<file path="src/rtl/fifo_wr_arbiter_if.sv">
// Write-side bus between the requesters, the arbiter and the FIFO write port.
// The arbiter takes the slave view; requesters and FIFO together take the master view.
interface fifo_wr_arbiter_if #(
    parameter int NUM_REQ    = 4,
    parameter int FIFO_WIDTH = 8,
    parameter int ID_W       = $clog2(NUM_REQ)
);
    logic [NUM_REQ-1:0]            reqValid;
    logic [NUM_REQ*FIFO_WIDTH-1:0] reqData;
    logic [NUM_REQ-1:0]            reqReady;
    logic                          writeValid;
    logic [FIFO_WIDTH-1:0]         writeData;
    logic                          writeReady;
    logic                          grantValid;
    logic [ID_W-1:0]               grantId;

    modport slave (
        input  reqValid,
        input  reqData,
        input  writeReady,
        output reqReady,
        output writeValid,
        output writeData,
        output grantValid,
        output grantId
    );

    modport master (
        output reqValid,
        output reqData,
        output writeReady,
        input  reqReady,
        input  writeValid,
        input  writeData,
        input  grantValid,
        input  grantId
    );
endinterface

</file>
<file path="src/rtl/fifo_wr_arbiter.sv">
// Round-robin, burst-locked arbiter sharing one FIFO write port between NUM_REQ
// requesters, with a one-entry registered output stage honouring writeReady.
module fifo_wr_arbiter #(
    parameter int NUM_REQ    = 4,
    parameter int FIFO_WIDTH = 8,
    parameter int MAX_BURST  = 4
) (
    input  logic            wrclk,
    input  logic            rst,
    fifo_wr_arbiter_if.slave bus
);
    localparam int IDW = $clog2(NUM_REQ);
    localparam int CW  = $clog2(MAX_BURST + 1);

    typedef enum logic {
        IDLE  = 1'b0,
        BURST = 1'b1
    } state_t;

    state_t                state_q, state_d;
    logic [IDW-1:0]        rr_ptr_q, rr_ptr_d;
    logic [IDW-1:0]        grant_id_q, grant_id_d;
    logic [CW-1:0]         burst_cnt_q, burst_cnt_d;
    logic                  write_valid_q, write_valid_d;
    logic [FIFO_WIDTH-1:0] write_data_q, write_data_d;

    logic                  any_req;
    logic [IDW-1:0]        winner;
    logic [FIFO_WIDTH-1:0] sel_data;
    logic                  out_ready;
    logic                  accept;
    logic [NUM_REQ-1:0]    req_ready;
    logic [IDW-1:0]        next_ptr;

    // Scan downwards so the index closest to rr_ptr_q is the last (winning) assignment.
    always_comb begin
        any_req = 1'b0;
        winner  = '0;
        for (int k = NUM_REQ - 1; k >= 0; k--) begin
            if (bus.reqValid[IDW'((int'(rr_ptr_q) + k) % NUM_REQ)]) begin
                any_req = 1'b1;
                winner  = IDW'((int'(rr_ptr_q) + k) % NUM_REQ);
            end
        end
    end

    always_comb begin
        sel_data = '0;
        for (int i = 0; i < NUM_REQ; i++) begin
            if (grant_id_q == IDW'(i)) begin
                sel_data = bus.reqData[i*FIFO_WIDTH +: FIFO_WIDTH];
            end
        end
    end

    assign out_ready = !write_valid_q || bus.writeReady;
    assign next_ptr  = (grant_id_q == IDW'(NUM_REQ - 1)) ? '0 : grant_id_q + 1'b1;

    always_comb begin
        state_d       = state_q;
        rr_ptr_d      = rr_ptr_q;
        grant_id_d    = grant_id_q;
        burst_cnt_d   = burst_cnt_q;
        write_valid_d = write_valid_q;
        write_data_d  = write_data_q;
        req_ready     = '0;
        accept        = 1'b0;

        unique case (state_q)
            IDLE: begin
                if (any_req) begin
                    grant_id_d  = winner;
                    burst_cnt_d = '0;
                    state_d     = BURST;
                end
            end
            BURST: begin
                req_ready[grant_id_q] = out_ready;
                accept = bus.reqValid[grant_id_q] && out_ready;
                if (!bus.reqValid[grant_id_q]) begin
                    state_d  = IDLE;
                    rr_ptr_d = next_ptr;
                end else if (accept) begin
                    burst_cnt_d = burst_cnt_q + 1'b1;
                    if (burst_cnt_q == CW'(MAX_BURST - 1)) begin
                        state_d  = IDLE;
                        rr_ptr_d = next_ptr;
                    end
                end
            end
            default: state_d = IDLE;
        endcase

        // A freshly accepted beat always refills the stage, even while it drains.
        if (accept) begin
            write_valid_d = 1'b1;
            write_data_d  = sel_data;
        end else if (write_valid_q && bus.writeReady) begin
            write_valid_d = 1'b0;
        end
    end

    always_ff @(posedge wrclk or posedge rst) begin
        if (rst) begin
            state_q       <= IDLE;
            rr_ptr_q      <= '0;
            grant_id_q    <= '0;
            burst_cnt_q   <= '0;
            write_valid_q <= 1'b0;
            write_data_q  <= '0;
        end else begin
            state_q       <= state_d;
            rr_ptr_q      <= rr_ptr_d;
            grant_id_q    <= grant_id_d;
            burst_cnt_q   <= burst_cnt_d;
            write_valid_q <= write_valid_d;
            write_data_q  <= write_data_d;
        end
    end

    assign bus.reqReady   = req_ready;
    assign bus.writeValid = write_valid_q;
    assign bus.writeData  = write_data_q;
    assign bus.grantValid = (state_q == BURST);
    assign bus.grantId    = grant_id_q;
endmodule
</file>
<file path="src/flat_wrapper.sv">
// flat-port wrapper written by rule: the top's interface ports become plain ports
module fifo_wr_arbiter_flat 
#(
    parameter int NUM_REQ    = 4,
    parameter int FIFO_WIDTH = 8,
    parameter int MAX_BURST  = 4
)
  (wrclk, rst, bus_reqValid, bus_reqData, bus_writeReady, bus_reqReady, bus_writeValid, bus_writeData, bus_grantValid, bus_grantId);
  fifo_wr_arbiter_if #(.NUM_REQ(NUM_REQ), .FIFO_WIDTH(FIFO_WIDTH)) bus_i ();
  input  logic wrclk;
  input  logic rst;
  input wire logic [$bits(bus_i.reqValid)-1:0] bus_reqValid;
  input wire logic [$bits(bus_i.reqData)-1:0] bus_reqData;
  input wire logic [$bits(bus_i.writeReady)-1:0] bus_writeReady;
  output wire logic [$bits(bus_i.reqReady)-1:0] bus_reqReady;
  output wire logic [$bits(bus_i.writeValid)-1:0] bus_writeValid;
  output wire logic [$bits(bus_i.writeData)-1:0] bus_writeData;
  output wire logic [$bits(bus_i.grantValid)-1:0] bus_grantValid;
  output wire logic [$bits(bus_i.grantId)-1:0] bus_grantId;
  assign bus_i.reqValid = bus_reqValid;
  assign bus_i.reqData = bus_reqData;
  assign bus_i.writeReady = bus_writeReady;
  assign bus_reqReady = bus_i.reqReady;
  assign bus_writeValid = bus_i.writeValid;
  assign bus_writeData = bus_i.writeData;
  assign bus_grantValid = bus_i.grantValid;
  assign bus_grantId = bus_i.grantId;
  fifo_wr_arbiter #(.NUM_REQ(NUM_REQ), .FIFO_WIDTH(FIFO_WIDTH), .MAX_BURST(MAX_BURST)) u_core (.wrclk(wrclk), .rst(rst), .bus(bus_i));
endmodule
</file>
<file path="config.mk">
export PLATFORM = sky130hd
export DESIGN_NAME = fifo_wr_arbiter_flat
export DESIGN_NICKNAME = d
export VERILOG_FILES = /design/src/rtl/fifo_wr_arbiter_if.sv /design/src/rtl/fifo_wr_arbiter.sv /design/src/flat_wrapper.sv
export SDC_FILE = /design/constraint.sdc
export NUM_CORES = 1
export LEC_CHECK = 0
export ABC_AREA = 1
export CAP_MARGIN = 5
export CORE_MARGIN = 4
export CORE_UTILIZATION = 30
export DETAILED_ROUTE_END_ITERATION = 12
export GPL_TIMING_DRIVEN = 0
export MAX_ROUTING_LAYER = met4
export PLACE_DENSITY_LB_ADDON = 0.1
export SYNTH_ARGS = -nofsm -noshare
export SYNTH_HDL_FRONTEND = slang
export SYNTH_SLANG_ARGS = --single-unit
</file>
<file path="constraint.sdc">
create_clock -name wrclk -period 1.46 [get_ports wrclk]
set_input_delay 0.146 -clock wrclk [delete_from_list [all_inputs] [get_ports wrclk]]
set_output_delay 0.146 -clock wrclk [all_outputs]
set_load 0.1 [all_outputs]
</file>
==> flow_metrics.env <==
export IMPL_die_y_microns=73.19
export IMPL_worst_slack_ns=-0.1662
export IMPL_gr_total_overflow=0
export IMPL_final_period_utilization=1.114
export IMPL_synth_avg_cell_area_sq_um=7.286
export IMPL_rsz0062_at_grt="yes"
export IMPL_crit_chain="inv_4 -> ha_1 -> buf_6 -> inv_1 -> nor2_4 -> buf_12"
export IMPL_path_clk_slew_ns=0.06
export IMPL_hold_path_class="input port to async pin"
export IMPL_synth_area_sq_um=1275
export IMPL_critPathCaptureType="output pin"
export IMPL_slowest_stage="dfrtp_4"
export IMPL_crit_reg2reg_launch="u_core.bus.grantId[0]$_DFFE_PP0P_"
export IMPL_antenna_cells=0
export IMPL_async_flop_share=1.000
export IMPL_grt_pass1_wl_microns=6230
export IMPL_yosysTopAreaCell="dfrtp_1"
export IMPL_start_util=0.3142
export IMPL_max_freq_mhz=614.9
export IMPL_grtUsageTotal=0.1523
export IMPL_seq_area_frac_synth=0.3337
export IMPL_ios=55
export IMPL_cp_start_kind="register"
export IMPL_worst_pin_slew_ns=0.6304
export IMPL_synthTopCellsByCount="nand2_1, a21oi_1, dfrtp_1, inv_1"
export IMPL_cts_tree="yes"
export IMPL_setup_viol_count_final=12
export IMPL_port_buffers=54
export IMPL_n_fill_cell=354
export IMPL_r2r_slack_ns=-0.09
export IMPL_hold_viol_final=0
export IMPL_num_vias=1421
export IMPL_crit_arrival_ns=1.48
export IMPL_fin_cells=301
export IMPL_hold_buffers=0
export IMPL_yosysWarnings=0
export IMPL_hpwlAfterDp_microns=2946
export IMPL_ys_ff_latch=17
export IMPL_cts_buffers=3
export IMPL_drc=0
export IMPL_violations="negative setup slack"
export IMPL_clk_latency_ns=0.24
export IMPL_synth_edff_count=0
export IMPL_synthDistinctLibCells=26
export IMPL_r2r_end="u_core.bus.writeData[5]$_DFFE_PP0P_"
export IMPL_ys_flop_type="dfrtp_1"
export IMPL_fin_crit_ns=1.626
export IMPL_drtIter0Drc=25
export IMPL_maxCapViolCount=0
export IMPL_die_w_microns=73.19
export IMPL_criticalPathCategory="register to output pin"
export IMPL_synth_area_top_cells="dfrtp_1, nand2_1, a21oi_1"
export IMPL_fin_area_sq_um=2432
export IMPL_h_tree_depth=1
export IMPL_synth_net_count=220
export IMPL_place_gp_congestion=0.8340
export IMPL_cp_required_ns=1.31
export IMPL_run_status="finished with violations"
export IMPL_critPathMaxFanout=5
export IMPL_clockBufferDepth=2
export IMPL_grt_pass1_vias=1293
export IMPL_area_growth_syn_to_layout_pct=90.78
export IMPL_slowest_delay_ns=0.52
export IMPL_num_rows=23
export IMPL_synth_top_area_frac=0.3337
export IMPL_detail_route_antenna_nets=0
export IMPL_nets=297
export IMPL_synthCells=175
export IMPL_final_setup_skew_ns=0.001223
export IMPL_core_area_sq_um=4058
export IMPL_die_area_sq_um=5357
export IMPL_postPlaceCellArea_sq_um=2031
export IMPL_dp_cells=279
export IMPL_wire_per_inst_microns=13.49
export IMPL_grt_max_degree=18
export IMPL_post_route_cells_drive_above_1_share=0.4303
export IMPL_worst_r2r_path_depth=7
export IMPL_clock_sinks=17
export IMPL_root_buffer="clkbuf_8"
export IMPL_critPathLaunch="u_core.bus.grantId[1]$_DFFE_PP0P_"
export IMPL_synth_most_common_cell="nand2_1"
export IMPL_dr_pass1_iters=4
export IMPL_routed_wirelength_microns=4060
export IMPL_antenna_found_initial=0
export IMPL_slew_viol_final=0
export IMPL_via_per_inst=4.721
export IMPL_slew_headroom=0.5793
## through the flow
stage / TNS [ns] / setup WS (ns) / hold WS, ns / util
floorplan: -1.816 / -0.2554 / 0.07206 / -
CTS: -1.228 / -0.1661 / 0.3029 / 0.5520
global placement: -7.024 / -0.8715 / 0.4844 / 0.5005
finish: -0.9654 / -0.1662 / 0.2832 / 0.5994
global route: -2.313 / -0.2356 / 0.3329 / 0.5994
detailed placement: -7.204 / -0.8712 / 0.4944 / 0.5005
## cells by family (layout without fill, tap and decap cells)
| group | after synthesis | count (layout) | synth area share |
|---|---|---|---|
| buf+inv | 24 | 100 | 0.08440 |
| simple gates | 87 | 87 | 0.3150 |
| flops | 17 | 17 | 0.3337 |
| compound gates | 41 | 41 | 0.2081 |
| fa+ha+maj | 6 | 6 | 0.05888 |
## worst max path at each step
stage / depth (start not counted) / end / slack, ns
finish: 6 / bus_reqReady[1] / -0.17
detailed placement: 6 / bus_reqReady[2] / -0.87
CTS: 6 / bus_reqReady[2] / -0.17
global placement: 6 / bus_reqReady[2] / -0.87
floorplan: 5 / bus_reqReady[2] / -0.26
global route: 6 / bus_reqReady[1] / -0.24
## final cells by class
type | instances | area [sq um] | share of cell area
inverters | 19 | 116.4 | 0.04784
flip-flops and latches | 17 | 439.2 | 0.1806
repair buffers | 74 | 758.2 | 0.3117
clock buffers | 4 | 45.04 | 0.01852
plain buffers | 3 | 37.54 | 0.01543
well taps | 50 | 62.56 | 0.02572
multi-input cells | 134 | 973.4 | 0.4002
## layout by cell type, fill, tap and decap left out, types with 2 or more instances in the layout
cell / Yosys / final
nand2_1: 53 / 39
clkdlybuf4s50_1: 0 / 38
buf_4: 1 / 17
a21oi_1: 18 / 16
nand2_2: 8 / 14
dfrtp_1: 17 / 12
inv_1: 13 / 10
nand2_4: 2 / 10
clkdlybuf4s15_2: 0 / 9
o211ai_1: 8 / 8
nor2_4: 0 / 6
nand3_2: 2 / 5
buf_6: 1 / 5
nand3_1: 9 / 5
buf_12: 0 / 5
o21ai_1: 1 / 4
a2bb2oi_2: 0 / 4
a2bb2oi_1: 8 / 4
inv_4: 0 / 3
nor2_2: 2 / 3
ha_4: 0 / 3
ha_1: 6 / 3
clkbuf_8: 0 / 3
dfrtp_4: 0 / 3
nor2_1: 9 / 2
inv_2: 3 / 2
clkinv_8: 0 / 2
a21oi_2: 0 / 2
o21ai_2: 2 / 2
dfrtp_2: 0 / 2
## flip-flops by register name, indices dropped and copies added (netlist names)
register,flops
u_core.rr_ptr_q,2
u_core.bus.writeValid,1
u_core.bus.grantId,2
u_core.burst_cnt_q,3
u_core.bus.grantValid,1
u_core.bus.writeData,8
## routing by layer
layer	up-vias	part of all wire	track usage
li1	738	-	-
met1	639	0.48	0.2203
met2	40	0.45	0.2254
met3	4	0.063	0.02204
met4	0	0.0057	0.03074
met5	-	0	-
## repair_timing
action                                  4_1_cts  5_1_grt
setup buffers                                12        7
resized for setup                            83       47
cloned                                        0        1
endpoints found under the setup margin       27       23
pin swaps                                     9       25
## critical path: cells and delay by family (launching register included)
| kind | cells | cell delay (ns) |
|---|---|---|
| flip-flops | 1 | 0.52 |
| buffers and inverters | 4 | 0.45 |
| adder cells (fa/ha/maj) | 1 | 0.17 |
| AND/OR/NAND/NOR | 1 | 0.10 |
Power is left out: the tool's default activity adds up to more than one toggle a clock period on the data nets, which glitch-free logic cannot reach.
